### src/rtl/i2c_wb_bridge_if.sv
// WISHBONE classic bundle between the I2C bridge (master side) and the control-bus intercon.
// Signal names are as seen from the master; the slave modport mirrors the directions.
interface i2c_wb_bridge_if;
  logic        cyc_o;
  logic        stb_o;
  logic        we_o;
  logic [19:0] adr_o;
  logic [31:0] dat_o;
  logic [3:0]  sel_o;
  logic [31:0] dat_i;
  logic        ack_i;
  logic        err_i;
  logic        rty_i;

  modport master (
    output cyc_o, stb_o, we_o, adr_o, dat_o, sel_o,
    input  dat_i, ack_i, err_i, rty_i
  );

  modport slave (
    input  cyc_o, stb_o, we_o, adr_o, dat_o, sel_o,
    output dat_i, ack_i, err_i, rty_i
  );
endinterface

### src/rtl/i2c_wb_bridge.sv
// I2C target that turns each 4-byte word into one WISHBONE access on the control bus.
// SCL is held low while a bus cycle is pending; cycles end on ack/err/rty or after WB_TIMEOUT+1 clocks.
module i2c_wb_bridge #(
  parameter logic [6:0] DEV_ADDR   = 7'h2A,
  parameter int         FILTER_LEN = 3,
  parameter int         WB_TIMEOUT = 255
) (
  input  logic            clk_i,
  input  logic            rst_i,
  input  logic            scl_i,
  input  logic            sda_i,
  output logic            scl_oe_o,
  output logic            sda_oe_o,
  output logic            busy_o,
  i2c_wb_bridge_if.master wb
);
  localparam int TW = (WB_TIMEOUT < 2) ? 1 : $clog2(WB_TIMEOUT + 1);

  typedef enum logic [3:0] {
    ST_IDLE, ST_DEVADDR, ST_ACK_DEV, ST_ADDR_RX, ST_DATA_RX, ST_WB_WR,
    ST_ACK_DATA, ST_WB_RD, ST_DATA_TX, ST_MACK, ST_IGNORE
  } state_t;

  logic [1:0]            r_scl_sync, r_sda_sync;
  logic [FILTER_LEN-1:0] r_scl_hist, r_sda_hist;
  logic                  r_scl_f, r_sda_f, r_scl_d, r_sda_d;

  // Idle bus is high, so the input path resets high to avoid a phantom START.
  always_ff @(posedge clk_i) begin
    if (rst_i) begin
      r_scl_sync <= 2'b11;
      r_sda_sync <= 2'b11;
      r_scl_hist <= '1;
      r_sda_hist <= '1;
      r_scl_f    <= 1'b1;
      r_sda_f    <= 1'b1;
      r_scl_d    <= 1'b1;
      r_sda_d    <= 1'b1;
    end else begin
      r_scl_sync <= {r_scl_sync[0], scl_i};
      r_sda_sync <= {r_sda_sync[0], sda_i};
      r_scl_hist <= FILTER_LEN'({r_scl_hist, r_scl_sync[1]});
      r_sda_hist <= FILTER_LEN'({r_sda_hist, r_sda_sync[1]});
      if (&r_scl_hist)       r_scl_f <= 1'b1;
      else if (~|r_scl_hist) r_scl_f <= 1'b0;
      if (&r_sda_hist)       r_sda_f <= 1'b1;
      else if (~|r_sda_hist) r_sda_f <= 1'b0;
      r_scl_d    <= r_scl_f;
      r_sda_d    <= r_sda_f;
    end
  end

  logic w_scl_rise, w_scl_fall, w_start, w_stop;
  assign w_scl_rise = r_scl_f & ~r_scl_d;
  assign w_scl_fall = ~r_scl_f & r_scl_d;
  assign w_start    = r_scl_f & r_scl_d & r_sda_d & ~r_sda_f;
  assign w_stop     = r_scl_f & r_scl_d & ~r_sda_d & r_sda_f;

  state_t        r_state, w_state;
  logic [3:0]    r_bitcnt, w_bitcnt;
  logic [1:0]    r_bytecnt, w_bytecnt;
  logic [7:0]    r_shift, w_shift;
  logic [19:0]   r_adr, w_adr;
  logic [31:0]   r_wdat, w_wdat;
  logic [31:0]   r_rdat, w_rdat;
  logic          r_rw, w_rw;
  logic          r_ack_ok, w_ack_ok;
  logic          r_sda_oe, w_sda_oe;
  logic          r_scl_oe, w_scl_oe;
  logic          r_cyc, w_cyc;
  logic          r_we, w_we;
  logic [TW-1:0] r_tmo, w_tmo;
  logic          w_wb_done;
  logic [31:0]   w_rd_word;

  assign w_wb_done = wb.ack_i | wb.err_i | wb.rty_i | (r_tmo == TW'(WB_TIMEOUT));
  assign w_rd_word = wb.ack_i ? wb.dat_i : 32'hFFFF_FFFF;

  always_ff @(posedge clk_i) begin
    if (rst_i) begin
      r_state   <= ST_IDLE;
      r_bitcnt  <= '0;
      r_bytecnt <= '0;
      r_shift   <= '0;
      r_adr     <= '0;
      r_wdat    <= '0;
      r_rdat    <= '0;
      r_rw      <= 1'b0;
      r_ack_ok  <= 1'b0;
      r_sda_oe  <= 1'b0;
      r_scl_oe  <= 1'b0;
      r_cyc     <= 1'b0;
      r_we      <= 1'b0;
      r_tmo     <= '0;
    end else begin
      r_state   <= w_state;
      r_bitcnt  <= w_bitcnt;
      r_bytecnt <= w_bytecnt;
      r_shift   <= w_shift;
      r_adr     <= w_adr;
      r_wdat    <= w_wdat;
      r_rdat    <= w_rdat;
      r_rw      <= w_rw;
      r_ack_ok  <= w_ack_ok;
      r_sda_oe  <= w_sda_oe;
      r_scl_oe  <= w_scl_oe;
      r_cyc     <= w_cyc;
      r_we      <= w_we;
      r_tmo     <= w_tmo;
    end
  end

  always_comb begin
    w_state   = r_state;
    w_bitcnt  = r_bitcnt;
    w_bytecnt = r_bytecnt;
    w_shift   = r_shift;
    w_adr     = r_adr;
    w_wdat    = r_wdat;
    w_rdat    = r_rdat;
    w_rw      = r_rw;
    w_ack_ok  = r_ack_ok;
    w_sda_oe  = r_sda_oe;
    w_scl_oe  = r_scl_oe;
    w_cyc     = r_cyc;
    w_we      = r_we;
    w_tmo     = r_cyc ? r_tmo + 1'b1 : '0;

    // Bit counts 0..8 are data bits; 9 marks the ACK clock of a received byte.
    if (w_scl_rise) begin
      if (r_bitcnt < 4'd8) begin
        w_shift  = {r_shift[6:0], r_sda_f};
        w_bitcnt = r_bitcnt + 4'd1;
      end else if (r_state == ST_MACK) begin
        w_shift = {r_shift[6:0], r_sda_f};
      end
    end

    if (w_stop) begin
      w_state  = ST_IDLE;
      w_sda_oe = 1'b0;
      w_scl_oe = 1'b0;
      w_cyc    = 1'b0;
      w_we     = 1'b0;
    end else if (w_start) begin
      w_state  = ST_DEVADDR;
      w_bitcnt = '0;
      w_sda_oe = 1'b0;
      w_scl_oe = 1'b0;
      w_cyc    = 1'b0;
      w_we     = 1'b0;
    end else begin
      case (r_state)
        ST_DEVADDR: if (w_scl_fall && r_bitcnt == 4'd8) begin
          if (r_shift[7:1] == DEV_ADDR) begin
            w_sda_oe = 1'b1;
            w_rw     = r_shift[0];
            w_state  = ST_ACK_DEV;
          end else begin
            w_state = ST_IGNORE;
          end
        end
        ST_ACK_DEV: if (w_scl_fall) begin
          w_sda_oe  = 1'b0;
          w_bitcnt  = '0;
          w_bytecnt = '0;
          if (r_rw) begin
            w_scl_oe = 1'b1;
            w_cyc    = 1'b1;
            w_we     = 1'b0;
            w_tmo    = '0;
            w_state  = ST_WB_RD;
          end else begin
            w_state = ST_ADDR_RX;
          end
        end
        ST_ADDR_RX: if (w_scl_fall) begin
          if (r_bitcnt == 4'd8) begin
            case (r_bytecnt)
              2'd0:    w_adr[19:16] = r_shift[3:0];
              2'd1:    w_adr[15:8]  = r_shift;
              default: w_adr[7:0]   = {r_shift[7:2], 2'b00};
            endcase
            w_sda_oe = 1'b1;
            w_bitcnt = 4'd9;
          end else if (r_bitcnt == 4'd9) begin
            w_sda_oe = 1'b0;
            w_bitcnt = '0;
            if (r_bytecnt == 2'd2) begin
              w_bytecnt = '0;
              w_state   = ST_DATA_RX;
            end else begin
              w_bytecnt = r_bytecnt + 2'd1;
            end
          end
        end
        ST_DATA_RX: if (w_scl_fall) begin
          if (r_bitcnt == 4'd8) begin
            w_wdat = {r_wdat[23:0], r_shift};
            if (r_bytecnt == 2'd3) begin
              w_scl_oe = 1'b1;
              w_cyc    = 1'b1;
              w_we     = 1'b1;
              w_tmo    = '0;
              w_state  = ST_WB_WR;
            end else begin
              w_sda_oe = 1'b1;
              w_bitcnt = 4'd9;
            end
          end else if (r_bitcnt == 4'd9) begin
            w_sda_oe  = 1'b0;
            w_bitcnt  = '0;
            w_bytecnt = r_bytecnt + 2'd1;
          end
        end
        ST_WB_WR: if (w_wb_done) begin
          w_cyc    = 1'b0;
          w_we     = 1'b0;
          w_ack_ok = wb.ack_i;
          w_sda_oe = wb.ack_i;
          w_state  = ST_ACK_DATA;
        end
        ST_ACK_DATA: begin
          w_scl_oe = 1'b0;
          if (w_scl_fall) begin
            w_sda_oe = 1'b0;
            if (r_ack_ok) begin
              w_adr     = r_adr + 20'd4;
              w_bitcnt  = '0;
              w_bytecnt = '0;
              w_state   = ST_DATA_RX;
            end else begin
              w_state = ST_IGNORE;
            end
          end
        end
        ST_WB_RD: if (w_wb_done) begin
          w_cyc     = 1'b0;
          w_rdat    = w_rd_word;
          w_sda_oe  = ~w_rd_word[31];
          w_adr     = r_adr + 20'd4;
          w_bitcnt  = '0;
          w_bytecnt = '0;
          w_state   = ST_DATA_TX;
        end
        ST_DATA_TX: begin
          w_scl_oe = 1'b0;
          if (w_scl_fall && r_bitcnt != 4'd0) begin
            w_rdat = {r_rdat[30:0], 1'b0};
            if (r_bitcnt == 4'd8) begin
              w_sda_oe = 1'b0;
              w_state  = ST_MACK;
            end else begin
              w_sda_oe = ~r_rdat[30];
            end
          end
        end
        ST_MACK: if (w_scl_fall) begin
          if (r_shift[0]) begin
            w_state = ST_IGNORE;
          end else if (r_bytecnt == 2'd3) begin
            w_scl_oe = 1'b1;
            w_cyc    = 1'b1;
            w_we     = 1'b0;
            w_tmo    = '0;
            w_state  = ST_WB_RD;
          end else begin
            w_bytecnt = r_bytecnt + 2'd1;
            w_bitcnt  = '0;
            w_sda_oe  = ~r_rdat[31];
            w_state   = ST_DATA_TX;
          end
        end
        ST_IDLE, ST_IGNORE: ;
        default: w_state = ST_IDLE;
      endcase
    end
  end

  assign scl_oe_o = r_scl_oe;
  assign sda_oe_o = r_sda_oe;
  assign busy_o   = (r_state != ST_IDLE);
  assign wb.cyc_o = r_cyc;
  assign wb.stb_o = r_cyc;
  assign wb.we_o  = r_we;
  assign wb.adr_o = r_adr;
  assign wb.dat_o = r_wdat;
  assign wb.sel_o = 4'hF;
endmodule

### src/flat_wrapper.sv
// flat-port wrapper written by rule: the top's interface ports become plain ports
module i2c_wb_bridge_flat 
#(
  parameter logic [6:0] DEV_ADDR   = 7'h2A,
  parameter int         FILTER_LEN = 3,
  parameter int         WB_TIMEOUT = 255
)
  (clk_i, rst_i, scl_i, sda_i, scl_oe_o, sda_oe_o, busy_o, wb_cyc_o, wb_stb_o, wb_we_o, wb_adr_o, wb_dat_o, wb_sel_o, wb_dat_i, wb_ack_i, wb_err_i, wb_rty_i);
  i2c_wb_bridge_if wb_i ();
  input  logic clk_i;
  input  logic rst_i;
  input  logic scl_i;
  input  logic sda_i;
  output logic scl_oe_o;
  output logic sda_oe_o;
  output logic busy_o;
  output wire logic [$bits(wb_i.cyc_o)-1:0] wb_cyc_o;
  output wire logic [$bits(wb_i.stb_o)-1:0] wb_stb_o;
  output wire logic [$bits(wb_i.we_o)-1:0] wb_we_o;
  output wire logic [$bits(wb_i.adr_o)-1:0] wb_adr_o;
  output wire logic [$bits(wb_i.dat_o)-1:0] wb_dat_o;
  output wire logic [$bits(wb_i.sel_o)-1:0] wb_sel_o;
  input wire logic [$bits(wb_i.dat_i)-1:0] wb_dat_i;
  input wire logic [$bits(wb_i.ack_i)-1:0] wb_ack_i;
  input wire logic [$bits(wb_i.err_i)-1:0] wb_err_i;
  input wire logic [$bits(wb_i.rty_i)-1:0] wb_rty_i;
  assign wb_cyc_o = wb_i.cyc_o;
  assign wb_stb_o = wb_i.stb_o;
  assign wb_we_o = wb_i.we_o;
  assign wb_adr_o = wb_i.adr_o;
  assign wb_dat_o = wb_i.dat_o;
  assign wb_sel_o = wb_i.sel_o;
  assign wb_i.dat_i = wb_dat_i;
  assign wb_i.ack_i = wb_ack_i;
  assign wb_i.err_i = wb_err_i;
  assign wb_i.rty_i = wb_rty_i;
  i2c_wb_bridge #(.DEV_ADDR(DEV_ADDR), .FILTER_LEN(FILTER_LEN), .WB_TIMEOUT(WB_TIMEOUT)) u_core (.clk_i(clk_i), .rst_i(rst_i), .scl_i(scl_i), .sda_i(sda_i), .scl_oe_o(scl_oe_o), .sda_oe_o(sda_oe_o), .busy_o(busy_o), .wb(wb_i));
endmodule
### config.mk
export PLATFORM = sky130hd
export DESIGN_NAME = i2c_wb_bridge_flat
export DESIGN_NICKNAME = d
export VERILOG_FILES = /design/src/rtl/i2c_wb_bridge_if.sv /design/src/rtl/i2c_wb_bridge.sv /design/src/flat_wrapper.sv
export SDC_FILE = /design/constraint.sdc
export NUM_CORES = 1
export LEC_CHECK = 0
export ABC_AREA = 1
export CORE_MARGIN = 2
export CORE_UTILIZATION = 44
export DETAILED_ROUTE_END_ITERATION = 6
export PLACE_DENSITY_LB_ADDON = 0.05
export SLEW_MARGIN = 20
export SYNTH_ARGS = -nofsm -noshare
export SYNTH_HDL_FRONTEND = slang
export SYNTH_SLANG_ARGS = --single-unit
### constraint.sdc
create_clock -name clk_i -period 2.1 [get_ports clk_i]
set_input_delay 0.42 -clock clk_i [delete_from_list [all_inputs] [get_ports clk_i]]
set_output_delay 0.42 -clock clk_i [all_outputs]
set_load 0.03 [all_outputs]
# Yosys cells after proc, flatten, opt, wreduce, memory -nomap -nowiden
# Index checks and enable logic that the tools add are counted.
# totals
regBits	130
latchBits	0
mem_bits_rw	0
rom_bits	0
input_bits	39
output_inout_bits	62
word_cells	277
memories	0
# op_classes
n_addsub	4
mul	0
div_mod_pow	0
order_cmp	1
eq_ne	63
shift	0
muxes	122
n_bitwise	20
n_reduce_logical	42
# ops
cell	n
two-way mux 4 bit	37
two-way mux 8 bit	14
two-way mux 20 bit	5
two-way mux 32 bit	3
case mux 32 bit (2 select lines)	1
case mux 20 bit (3 select lines)	1
AND reduction 16 bit	3
inequality test 2 x 1 -> 1 bit (second input constant)	22
inequality test 3 x 1 -> 1 bit (second input constant)	14
case mux 4 bit (10 select lines)	1
two-way mux 1 bit	38
two-way mux 2 bit	14
AND reduction 9 bit	3
case mux 4 bit (6 select lines)	1
case mux 8 bit (3 select lines)	1
adder 20 x 3 -> 20 bit (second input constant)	1
equality test 4 bit (second input constant)	5
nonzero test 4 bit	5
equality test 4 x 3 -> 1 bit (second input constant)	4
inequality test 2 bit (second input constant)	8
OR reduction 2 bit	8
AND reduction 5 bit	3
AND reduction 13 bit	1
case mux 1 bit (4 select lines)	3
32 further kinds	56

# Longest topological paths before layout
# depth
ltp_word	9
ltp_mapped	13
ltp_nobuf	13

# Worst setup path after synthesis
# Ideal clock, no wire load.
# synth_timing
path_kind	register to register
start	register u_core.r_adr[2] (netlist: u_core.wb.adr_o[2])
end	register u_core.r_adr[14] (netlist: u_core.wb.adr_o[14])
setup_time_ns	0.113
t_arrival_ns	1.789
required_time_ns	1.987
path_slack_ns	0.198
stages_incl_launch_ff	11
path_buffers	0
period_less_slack_ns	1.902
cell_sequence	dfxtp_1 -> ha_1 -> nand3_1 -> nor3_1 -> nand2_1 -> nor2_1 -> nand2_1 -> nand3_1 -> nand2_1 -> nor2_1 -> nor2_1
# synth_via
elab_chain_cells	4
word_cells_on_any_way	5
cone_classes	1 x add/sub; 4 x mux
# synth_lines
element	line_no	text
start: declaration	i2c_wb_bridge.sv:63	logic [19:0] r_adr, w_adr;
start signal: assignment	i2c_wb_bridge.sv:100	r_adr <= w_adr;
adder 20 x 3 -> 20 bit (*)	i2c_wb_bridge.sv:228, i2c_wb_bridge.sv:241	
two-way mux 20 bit	i2c_wb_bridge.sv:227	if (r_ack_ok) begin
two-way mux 20 bit	i2c_wb_bridge.sv:225	if (w_scl_fall) begin
case mux 20 bit (3 select lines) (*)	i2c_wb_bridge.sv:153	case (r_state)
# Mark *: on every way between the ends. The rest lies on a longest branch, timed or not. The select of a mux whose other input is x is not followed.
# A chain may end at the register's enable or synchronous reset.

# Worst setup path in the final report
# layout_timing
start	register u_core.r_adr[6] (netlist: u_core.wb.adr_o[6])
end	output port wb_adr_o[6]
# layout_lines
element	line_no	text
end: declaration	flat_wrapper.sv:20	output wire logic [$bits(wb_i.adr_o)-1:0] wb_adr_o;
# No word-level cell between the ends.

==> out/metrics.yaml <==
die:
  fp-row-count: 44
  die_h_um: 126
  io_pins: 101
  design.core.area_sq_mm: 0.0145
  die_x_um: 126
  start_util_pct: 45.1
  die_area_sq_mm: 0.0159
sta:
  relSlewSlack_pct: 56.6
  final.setup_skew_ns: 0.0127
  worst_pin_slew_ns: 0.647
  tns_ns: 0
  setup_violations: 0
  max_freq_mhz: 497
  period_needed_ns: 2.01
  holdWs_ns: 0.406
  slew_viol_final: 0
  hold_viol: 0
  timing.final.crit_share_pct: 95.8
placed_design:
  place_area_sq_mm: 0.00784
  globalplace.congestion: 0.949
  port_buffers: 94
  hpwl_mm: 12.1
synth:
  synth_mux_area_share_pct: 0
  ys_seq_area_share_pct: 39.1
  synth-seq-cells: 128
  synth-simple-area-share_pct: 36.2
  yosys.cell_types.count: 33
  synthAdderAreaFrac_pct: 1.91
  netlist_instances: 1011
  yosysWarningCount: 0
  syn_area_sq_mm: 0.00656
  synth_xor_area_share_pct: 1.20
  synth_top_family_by_area: "simple AND/OR/NAND/NOR gates"
  syn_avg_cell_area_sq_um: 6.49
  synth_compound_area_share_pct: 13.9
finish:
  final_cell_mix: "nor2_1 (253), nand2_1 (194), o21ai_0 (132)"
  diodes: 0
  syn2layout_area_growth_pct: 29.4
  n_fill_cell: 1425
  final_common_cell: "nor2_1"
  drive_above_1_share_pct: 10.4
  final_util_pct: 58.4
  nets: 1169
  post-route-cell-area_sq_mm: 0.00848
setup_path:
  cp_top_family: "buffers and inverters"
  crit_chain: "clkdlybuf4s50_1"
  max_stage_delay_ns: 0.72
  critPathArrivalTime_ns: 1.59
  critical_path_class: "flop to output port"
  crit_path_top_delay_cell: "clkdlybuf4s50_1"
  endpoint_kind: "output port"
  start_kind: "flop"
  path_buf_inv: 1
  cp.required_ns: 1.68
  crit_path_max_fanout: 7
clocking:
  cts_hold_buffers: 0
  clk_latency_ns: 0.42
  htree_num_levels: 4
  cts.clk_slew.worst_paths_ns: 0.06
  cts_tree: "built"
  clockRootBuffer: "clkbuf_16"
  cts_setup_buffers: 0
  cts.sinks: 128
  cts_buffers: 17
  clock_tree.buffer_depth: 2
detailed_routing:
  drtPass1Iterations: 6
  wl_met2_mm: 7.44
  top_layer_used: "met4"
  vias: 6520
  vias_per_cell: 4.95
  drt_iter0_drc: 535
  drtAntennaViolNets: 0
  met3WireLength_um: 817
  wl_per_cell_um: 13.0
  route.detailed.drc: 0
  routed_wirelength_mm: 17.1
  wl_met1_mm: 8.59
pwr:
  power_mw: 8.16
  power_density_mw_per_mm2: 962
  peakVddDrop_uv: 597
  leakage_nw: 3.72
hold_path:
  min-delay-path-class: "flop to flop"
grt:
  grt_max_degree: 61
  grt_use_total_pct: 22.0
  antenna_found_initial: 0
  grt_pass1_vias: 6034
  grt_overflow: 0
  grt_pass1_wl_mm: 29.0
run:
  drv_cap: 0
status:
  status: "complete, no violations"
-- Yosys cell counts (all sizes together) --
master	instances	area, sq um
nor2	259	985
nand2	204	786
o21ai	135	676
dfxtp	128	2560
inv	69	259
nand3	52	270
a21oi	37	185
clkbuf	30	113
nor3	19	111
buf	17	124
or2	14	87.6
nand4	11	68.8
ha	10	125
nand3b	6	45.0
xor2	6	52.6
o211ai	3	22.5
xnor2	3	26.3
conb	2	7.51
nor3b	2	20.0
o31ai	2	15.0
a22o	1	8.76
o21a	1	7.51
-- layer usage --
| layer | GRT usage [%] | vias to the layer above |
|---|---|---|
| li1 | - | 3462 |
| met2 | 34.0 | 186 |
| met5 | 0 | - |
| met3 | 4.63 | 23 |
| met4 | 6.98 | 0 |
| met1 | 30.8 | 2849 |
-- state kept, by name, summed over array words and instances, names as in the netlist, 2 cells and up --
| register | count |
|---|---|
| u_core.r_bitcnt | 4 |
| u_core.r_shift | 8 |
| u_core.r_state | 4 |
| u_core.r_rdat | 32 |
| u_core.r_scl_hist | 3 |
| u_core.r_sda_hist | 3 |
| u_core.r_scl_sync | 2 |
| u_core.r_sda_sync | 2 |
| u_core.r_tmo | 8 |
| u_core.wb.adr_o | 18 |
| u_core.wb.dat_o | 32 |
| u_core.r_bytecnt | 2 |
-- stage by stage --
| stage | cells | setup slack, ns |
|---|---|---|
| final | 1317 | 0.0888 |
| after global routing | 1317 | -0.0112 |
| after CTS | 1317 | 0.0145 |
| after detailed placement | 1285 | -0.0490 |
| after global placement | 1285 | -0.0164 |
| after floorplan | 1015 | 0.198 |
-- cells by family (layout without fill, tap and decap cells) --
| kind of cell | Yosys count | in the layout |
|---|---|---|
| AOI/OAI and AO/OA | 179 | 179 |
| and+or+nand+nor | 567 | 567 |
| xor gates and xnor gates | 9 | 9 |
| buffers and inverters | 116 | 234 |
| other | 2 | 6 |
| adders and majority gates | 10 | 10 |
| DFF | 128 | 128 |
-- final cells by class --
| class | count | area, sq um | area share [%] |
|---|---|---|---|
| inverter | 69 | 262 | 3.08 |
| timing repair buffer | 133 | 1280 | 15.0 |
| clock buffer | 19 | 443 | 5.22 |
| sequential | 128 | 2570 | 30.3 |
| multi-input combinational | 771 | 3550 | 41.9 |
| tap | 184 | 230 | 2.71 |
| clock inverter | 13 | 151 | 1.78 |
-- report_power, final --
group	internal (mW)	switching, mW	total (mW)
sequential	2.74	0.228	2.97
combinational	0.811	1.38	2.19
clock	1.81	1.20	3.00
-- final timing paths --
check | slack (ns) | depth (start not counted) | start | to
hold / removal | 0.41 | 1 | u_core.r_sda_sync[0] | u_core.r_sda_sync[1]
hold reg to reg | 0.41 | 1 | u_core.r_sda_sync[0] | u_core.r_sda_sync[1]
setup reg to reg | 0.17 | 12 | u_core.r_tmo[0] | u_core.wb.adr_o[3]
setup / recovery | 0.09 | 1 | u_core.wb.adr_o[6] | wb_adr_o[6]
-- timing repair --
| action | CTS | global route |
|---|---|---|
| gates resized for setup | 1 | 18 |
| setup endpoints to repair | 1 | 93 |
| pin swaps | 0 | 1 |
| endpoints found under the hold margin | 0 | 0 |
Power figures use the tool's default switching activity.
